$ cat src/rtl/gpio_conditioner.sv
`default_nettype none
// ============================================================================
// Module   : gpio_conditioner
// Brief    : GPIO pin synchroniser + debouncer with edge pulses, rising-edge
//            counter and LED drive (level follow or retriggerable flash).
// Revision : 1.0
// ============================================================================
module gpio_conditioner #(
  parameter int SYNC_STAGES     = 2,
  parameter int DEBOUNCE_CYCLES = 12000,
  parameter int STRETCH_CYCLES  = 1200000
) (
  input  logic        sys_clk,
  input  logic        sys_rst,
  input  logic        gpio_in,
  input  logic        led_mode,
  input  logic        clear_count,
  output logic        level_out,
  output logic        rise_pulse,
  output logic        fall_pulse,
  output logic [15:0] edge_count,
  output logic        led_out
);

  localparam int CW = $clog2(DEBOUNCE_CYCLES);
  localparam int SW = $clog2(STRETCH_CYCLES + 1);
  localparam logic [CW-1:0] C_CNT_LAST = CW'(DEBOUNCE_CYCLES - 1);
  localparam logic [SW-1:0] C_STRETCH  = SW'(STRETCH_CYCLES);

  localparam logic [1:0] S_LOW    = 2'd0;
  localparam logic [1:0] S_WAIT_H = 2'd1;
  localparam logic [1:0] S_HIGH   = 2'd2;
  localparam logic [1:0] S_WAIT_L = 2'd3;

  logic [SYNC_STAGES-1:0] sync_q;
  logic                   s_q;
  logic [1:0]             state_q, state_d;
  logic [CW-1:0]          cnt_q, cnt_d;
  logic                   level_q, level_d;
  logic                   rise_pulse_q, rise_d;
  logic                   fall_pulse_q, fall_d;
  logic [15:0]            edge_count_q, edge_count_d;
  logic [SW-1:0]          scnt_q, scnt_d;
  logic                   led_q, led_d;

  always_ff @(posedge sys_clk or posedge sys_rst) begin
    if (sys_rst) begin
      sync_q <= '0;
    end else begin
      sync_q <= {sync_q[SYNC_STAGES-2:0], gpio_in};
    end
  end

  assign s_q = sync_q[SYNC_STAGES-1];

  always_comb begin
    state_d = state_q;
    cnt_d   = cnt_q;
    level_d = level_q;
    rise_d  = 1'b0;
    fall_d  = 1'b0;
    case (state_q)
      S_LOW: begin
        if (s_q) begin
          state_d = S_WAIT_H;
          cnt_d   = '0;
        end
      end
      S_WAIT_H: begin
        if (!s_q) begin
          state_d = S_LOW;
        end else if (cnt_q == C_CNT_LAST) begin
          state_d = S_HIGH;
          level_d = 1'b1;
          rise_d  = 1'b1;
        end else begin
          cnt_d = cnt_q + CW'(1);
        end
      end
      S_HIGH: begin
        if (!s_q) begin
          state_d = S_WAIT_L;
          cnt_d   = '0;
        end
      end
      S_WAIT_L: begin
        if (s_q) begin
          state_d = S_HIGH;
        end else if (cnt_q == C_CNT_LAST) begin
          state_d = S_LOW;
          level_d = 1'b0;
          fall_d  = 1'b1;
        end else begin
          cnt_d = cnt_q + CW'(1);
        end
      end
      default: state_d = S_LOW;
    endcase
  end

  // Clear wins over the old value but a coincident rise still counts.
  always_comb begin
    edge_count_d = edge_count_q;
    if (clear_count) begin
      edge_count_d = rise_pulse_q ? 16'd1 : 16'd0;
    end else if (rise_pulse_q) begin
      edge_count_d = edge_count_q + 16'd1;
    end
  end

  // Stretch counter loads alongside the pulse register so the flash starts
  // the cycle after the pulse and lasts exactly STRETCH_CYCLES cycles.
  always_comb begin
    scnt_d = scnt_q;
    if (rise_d || fall_d) begin
      scnt_d = C_STRETCH;
    end else if (scnt_q != '0) begin
      scnt_d = scnt_q - SW'(1);
    end
    led_d = led_mode ? (scnt_q != '0) : level_q;
  end

  always_ff @(posedge sys_clk or posedge sys_rst) begin
    if (sys_rst) begin
      state_q      <= S_LOW;
      cnt_q        <= '0;
      level_q      <= 1'b0;
      rise_pulse_q <= 1'b0;
      fall_pulse_q <= 1'b0;
      edge_count_q <= '0;
      scnt_q       <= '0;
      led_q        <= 1'b0;
    end else begin
      state_q      <= state_d;
      cnt_q        <= cnt_d;
      level_q      <= level_d;
      rise_pulse_q <= rise_d;
      fall_pulse_q <= fall_d;
      edge_count_q <= edge_count_d;
      scnt_q       <= scnt_d;
      led_q        <= led_d;
    end
  end

  assign level_out  = level_q;
  assign rise_pulse = rise_pulse_q;
  assign fall_pulse = fall_pulse_q;
  assign edge_count = edge_count_q;
  assign led_out    = led_q;

endmodule
`default_nettype wire

$ cat config.mk
export PLATFORM = sky130hd
export DESIGN_NAME = gpio_conditioner
export DESIGN_NICKNAME = d
export VERILOG_FILES = /design/src/rtl/gpio_conditioner.sv
export SDC_FILE = /design/constraint.sdc
export NUM_CORES = 1
export LEC_CHECK = 0
export CORE_ASPECT_RATIO = 0.5
export CORE_UTILIZATION = 55
export DETAILED_ROUTE_END_ITERATION = 6
export MAX_ROUTING_LAYER = met4
export PLACE_DENSITY = 0.76
export SETUP_SLACK_MARGIN = 0.2
export SKIP_LAST_GASP = 1
export SYNTH_ARGS = -nofsm -noshare
export SYNTH_HDL_FRONTEND = slang
export SYNTH_SLANG_ARGS = --single-unit
$ cat constraint.sdc
create_clock -name sys_clk -period 4.9 [get_ports sys_clk]
set_input_delay 0.98 -clock sys_clk [delete_from_list [all_inputs] [get_ports sys_clk]]
set_output_delay 0.98 -clock sys_clk [all_outputs]
set_load 0.005 [all_outputs]
==> flow_metrics.env, run 1 <==
export IMPL_synth_seq_area_share_pct=47.4
export IMPL_layout_nets=358
export IMPL_cap_violations=0
export IMPL_holdWs_ps=356
export IMPL_tightestPinTransition_ps=1310
export IMPL_avgSynthCellArea_sq_um=9.57
export IMPL_initial_core_util_pct=60.1
export IMPL_worst_r2r_setup_slack_ps=2390
export IMPL_gr_total_overflow=0
export IMPL_num_antenna_cells=0
export IMPL_cts_setup_buffers=0
export IMPL_clk_pin_slew_ps=50
export IMPL_wl_per_cell_um=16.0
export IMPL_synth_top_area_share_pct=47.4
export IMPL_grt_util_met1_pct=29.1
export IMPL_globalplace_congestion=0.877
export IMPL_synthAdderAreaFrac_pct=1.61
export IMPL_cts_max_path_buffers=2
export IMPL_wl_um=6780
export IMPL_ctsResizeCount=0
export IMPL_fillers=395
export IMPL_endpoint_kind="register"
export IMPL_status="finished, final reports clean"
export IMPL_cp_required_ps=5110
export IMPL_share_comb_of_total_power_pct=3.0
export IMPL_antenna_found_initial=0
export IMPL_htreeDepth=3
export IMPL_async_flop_share_pct=100
export IMPL_synthXorXnorAreaFrac_pct=4.46
export IMPL_synth_compound_area_share_pct=14.2
export IMPL_grt_pass1_vias=2426
export IMPL_synthTopCellsByCount="dfrtp_1 (59), o21ai_0 (25), a21oi_1 (24), nand2_1 (23), nor2_1 (21)"
export IMPL_clock_sinks=59
export IMPL_finalPower_uw=1120
export IMPL_power_leakage_uw=0.00161
export IMPL_ir_drop_v=0.000291
export IMPL_drc=0
export IMPL_synth_top_family_by_area="simple AND/OR/NAND/NOR gates"
export IMPL_crit_arrival_ps=3360
export IMPL_cp_max_fo=20
export IMPL_post_dp_hpwl_um=4590
export IMPL_die_width_um=108
export IMPL_synth_area_sq_um=3110
export IMPL_viasPerCell=6.10
export IMPL_synthTopCellsByArea="dfrtp_1 (47%), o21ai_0 (4.0%), a21oi_1 (3.9%)"
export IMPL_drtIter0Drc=131
export IMPL_finalSetupTns_ps=0
export IMPL_syn_num_nets=334
export IMPL_insertion_delay_ps=330
export IMPL_synth_flop_cell="dfrtp_1"
export IMPL_p_clk_share_pct=52.2
export IMPL_die_area_sq_um=5980
export IMPL_die_y_um=55.2
export IMPL_hp_class="reg -> reg"
export IMPL_post_route_period_util_pct=64.2
export IMPL_rsz0062_at_grt="no"
export IMPL_ant_nets=0
export IMPL_start_kind="primary input"
export IMPL_syn_to_final_growth_pct=18.4
export IMPL_grt_pass1_wl_um=11300
export IMPL_io_pins=25
export IMPL_hold_buffers=0
export IMPL_synthSimpleGateAreaFrac_pct=24.3
export IMPL_cts_tree="done"
export IMPL_ff2ff_path_depth=5
export IMPL_finClkSkew_ps=4.62
export IMPL_top_usage_layer="met2"
export IMPL_coreArea_sq_um=5180
export IMPL_synth_edf_count=0
export IMPL_p_int_uw=882
export IMPL_drv_slew=0
export IMPL_whs_path_depth=0
export IMPL_synth_most_common_cell="dfrtp_1"
export IMPL_max_freq_mhz=318
export IMPL_min_to="sync_q[1]"
export IMPL_synth_cell_types=45
export IMPL_drt_pass1_iterations=4
export IMPL_power_density_nw_per_um2=304
export IMPL_cts_buffers=9
export IMPL_syn_instance_count=325
export IMPL_num_vias=2580
export IMPL_hold_viol_final=0
export IMPL_drive_gt1_share_pct=7.37
export IMPL_crit_type="in -> reg"
export IMPL_synth_seq_cells=59
export IMPL_grt_util_met3_pct=10.1
export IMPL_muxShareOfSynthArea_pct=4.99
export IMPL_p_sw_share_pct=21.2
export IMPL_numPortBuffers=24
export IMPL_power_frac_seq_pct=44.7
export IMPL_reg2reg_to="scnt_q[20]"
export IMPL_min_period_ps=3150
export IMPL_min_from="sync_q[0]"
export IMPL_slew_headroom_pct=12.2
export IMPL_grt_total_usage_pct=26.6
export IMPL_setup_viol=0
export IMPL_p_sw_uw=237
export IMPL_grt_max_degree=36
export IMPL_synth_top_area_cell="dfrtp_1"
export IMPL_ys_warn_count=0
export IMPL_std_cell_rows=18
export IMPL_clock_root_buffer="clkbuf_16"
export IMPL_crit_reg2reg_launch="cnt_q[0]"
export IMPL_grt_use_met2_pct=47.5
cells in the final DEF, fill, tap and decap left out, types with 4 or more instances in the layout:
cell             instances
dfrtp_1                 59
o21ai_0                 25
a21oi_1                 24
clkdlybuf4s50_1         24
nand2_1                 23
nor2_1                  21
or3_1                   14
nand3_1                 14
nand4_1                 13
mux2i_1                 11
nor3_1                  10
xor2_1                   9
clkbuf_16                9
inv_1                    8
or4_1                    8
nor4_1                   7
o31ai_1                  6
a21boi_0                 5
xnor2_1                  5
and4_1                   4
mux2_2                   4
and3_1                   4
ha_1                     4
critical path, stage by stage:
cell and delay [ps]:
clkdlybuf4s50_1 900, o2111ai_1 350, nor4_1 650, nand3_1 170, mux2_2 300
final cells by class:
class | instances | area, sq um | area share, %
clock buffers | 13 | 270 | 7.34
flip-flops and latches | 59 | 1480 | 40.1
multi-input cells | 243 | 1540 | 41.9
inverters | 9 | 33.8 | 0.917
well taps | 70 | 87.6 | 2.38
clock inverters | 2 | 10.0 | 0.272
repair buffers | 27 | 263 | 7.13
through the flow:
step	cells	utilization (%)	cell area, sq um	setup WS, ps
floorplan	325	-	3110	2460
global placement	408	65.7	3400	1600
detailed placement	408	65.7	3400	1470
CTS	423	71.1	3680	1800
global route	423	71.1	3680	1660
finish	423	71.1	3680	1750
cell families after synthesis:
| logic type | after synthesis |
|---|---|
| AND/OR/NAND/NOR | 135 |
| AO/OA/AOI/OAI | 74 |
| flip-flops | 59 |
| buffers and inverters | 23 |
| XOR/XNOR | 15 |
| multiplexers | 15 |
| adder cells (fa/ha/maj) | 4 |
how the worst max path moves through the flow:
stage / startpoint / end / slack (ps) / cells after the start
2_1_floorplan: sys_rst / asynchronous set/reset pin / 2460 / 1
4_1_cts: clear_count / edge_count[15] / 1800 / 5
6_report: clear_count / edge_count[15] / 1750 / 5
3_3_place_gp: clear_count / edge_count[15] / 1600 / 5
5_1_grt: clear_count / edge_count[13] / 1660 / 5
3_5_place_dp: clear_count / edge_count[15] / 1470 / 5
registers in the layout (all words and copies together) (netlist names), named ones only:
register    cells
rise_pulse      1
cnt_q          14
scnt_q         21
led_out         1
edge_count     16
fall_pulse      1
sync_q          2
state_q         1
level_out       1
power groups by stage:
stage	Clock (uW)	Sequential, uW	Combinational, uW
2_1_floorplan	0	506	23.9
3_3_place_gp	0	508	32.9
3_5_place_dp	0	508	34.5
4_1_cts	597	500	35.0
5_1_grt	622	501	39.4
6_report	584	500	34.1
metal layers:
metal  share of wire (%)  wire, um
met4                0.84        57
met1                  45      3030
met2                  50      3390
met5                   0         0
met3                 4.5       303
(Power assumes the default switching activity.)
==> run 2: changes to the inputs <==
==> constraint.sdc (replaced) <==
create_clock -name sys_clk -period 3 [get_ports sys_clk]
set_input_delay 0.6 -clock sys_clk [delete_from_list [all_inputs] [get_ports sys_clk]]
set_output_delay 0.6 -clock sys_clk [all_outputs]
set_load 0.005 [all_outputs]
==> run 2 against run 1 <==
Effect of this change: power grew 63%; sequential share of layout area shrank 0.48 points; worst setup slack lost 1100 ps; count of clock-buffer cells in the layout is the same; core utilization grew 0.87 points; via count grew 1.7%; cell count grew 1.4%.
==> flow_metrics.env, run 2 (same netlist as run 1, synthesis figures left out) <==
export IMPL_grt_pass1_vias=2471
export IMPL_wl_um=6840
export IMPL_hold_viol_final=0
export IMPL_initial_core_util_pct=60.1
export IMPL_ant_nets=0
export IMPL_drc=0
export IMPL_grt_total_usage_pct=27.2
export IMPL_num_antenna_cells=0
export IMPL_hp_class="reg -> reg"
export IMPL_gr_total_overflow=0
export IMPL_die_width_um=108
export IMPL_final_common_cell="dfrtp_1"
export IMPL_post_route_period_util_pct=77.4
export IMPL_start_kind="register"
export IMPL_num_vias=2623
export IMPL_ir_drop_v=0.000367
export IMPL_power_density_nw_per_um2=489
export IMPL_final_cell_mix="dfrtp_1 (59), o21ai_0 (25), a21oi_1 (24), clkdlybuf4s50_1 (24), nand2_1 (23)"
export IMPL_top_register="scnt_q"
export IMPL_min_period_ps=2320
export IMPL_io_pins=25
export IMPL_clock_sinks=59
export IMPL_globalplace_congestion=0.833
export IMPL_drive_gt1_share_pct=8.91
export IMPL_std_cell_rows=18
export IMPL_preCtsSetupSlack_ps=514
export IMPL_post_dp_hpwl_um=4640
export IMPL_worst_r2r_setup_slack_ps=680
export IMPL_cts_setup_buffers=0
export IMPL_drtIter0Drc=234
export IMPL_rsz0062_at_grt="no"
export IMPL_layout_nets=364
export IMPL_numPortBuffers=24
export IMPL_cp_max_fo=12
export IMPL_coreArea_sq_um=5180
export IMPL_clk_pin_slew_ps=50
export IMPL_cts_buffers=9
export IMPL_share_comb_of_total_power_pct=3.2
export IMPL_p_int_uw=1440
export IMPL_max_freq_mhz=431
export IMPL_insertion_delay_ps=320
export IMPL_antenna_found_initial=0
export IMPL_wl_per_cell_um=15.9
export IMPL_cts_max_path_buffers=2
export IMPL_viasPerCell=6.11
export IMPL_dp_cells=414
export IMPL_cts_tree="done"
export IMPL_p_sw_share_pct=20.8
export IMPL_crit_arrival_ps=2580
export IMPL_clock_root_buffer="clkbuf_16"
export IMPL_finClkSkew_ps=5.99
export IMPL_finalSetupTns_ps=0
export IMPL_drv_slew=0
export IMPL_power_leakage_uw=0.00164
export IMPL_crit_type="reg -> reg"
export IMPL_p_sw_uw=378
export IMPL_tightestPinTransition_ps=715
export IMPL_stdcell_count=429
export IMPL_timing_final_ws_setup_ps=678
export IMPL_cap_violations=0
export IMPL_hold_buffers=0
export IMPL_grt_pass1_wl_um=11700
export IMPL_ctsResizeCount=0
export IMPL_die_area_sq_um=5980
export IMPL_drt_pass1_iterations=4
export IMPL_die_y_um=55.2
export IMPL_power_frac_seq_pct=44.9
export IMPL_slew_headroom_pct=52.2
export IMPL_syn_to_final_growth_pct=19.8
export IMPL_status="finished, final reports clean"
export IMPL_htreeDepth=3
export IMPL_endpoint_kind="register"
export IMPL_largest_reg_flops=21
export IMPL_setup_viol=0
export IMPL_p_clk_share_pct=51.9
export IMPL_grt_max_degree=23
export IMPL_cp_required_ps=3250
## run 2: cell count changes in the layout (fill, tap and decap cells not counted), sizes merged
cell  before  now
buf        3    9
## run 2: cell type report
cell class,count,area [sq um]
fillers,393,1450
clock inverters,2,10.0
well taps,70,87.6
repair buffers,33,308
multi-input cells,243,1540
flip-flops and latches,59,1480
inverters,9,33.8
clock buffers,13,270
## run 2: worst max-delay path: stages (launching register included)
cell     delay (ps)
dfrtp_1         400
ha_1            240
nand4_1         180
or4_1           550
buf_4           180
nor2_1          490
o31a_1          230
## run 2: path summary, 6_finish.rpt
kind | start | end | cells past startpoint
max in group asynchronous | sys_rst | cnt_q[3] | 3
setup / recovery | cnt_q[0] | scnt_q[20] | 6
hold / removal | sync_q[0] | sync_q[1] | 0
hold reg to reg | sync_q[0] | sync_q[1] | 0
setup reg to reg | cnt_q[0] | scnt_q[20] | 6
min in group asynchronous | sys_rst | edge_count[13] | 2
## run 2: power by group through the flow
stage	Combinational, uW	Clock [uW]	Sequential [uW]
final	58.8	946	817
after global placement	57.7	0	829
after CTS	60.5	975	817
after global routing	67.2	1010	819
after floorplan	39.0	0	827
after detailed placement	60.3	0	830
## run 2: stage by stage
| stage | hold slack (ps) | utilization, % | total power, uW | instance area [sq um] |
|---|---|---|---|---|
| 5_1_grt | 361 | 72.0 | 1890 | 3730 |
| 6_report | 348 | 72.0 | 1820 | 3730 |
| 3_3_place_gp | 335 | 66.6 | 887 | 3450 |
| 4_1_cts | 353 | 72.0 | 1850 | 3730 |
| 3_5_place_dp | 339 | 66.6 | 890 | 3450 |
| 2_1_floorplan | 331 | - | 866 | 3110 |
## run 2: layer usage
layer / track usage (%) / share of wire [%] / wire length [um] / vias up
li1: - / - / - / 1265
met1: 32.9 / 46 / 3120 / 1287
met2: 46.1 / 50 / 3430 / 65
met3: 5.97 / 3.8 / 262 / 6
met4: 10.6 / 0.50 / 34 / 0
met5: - / 0 / 0 / -
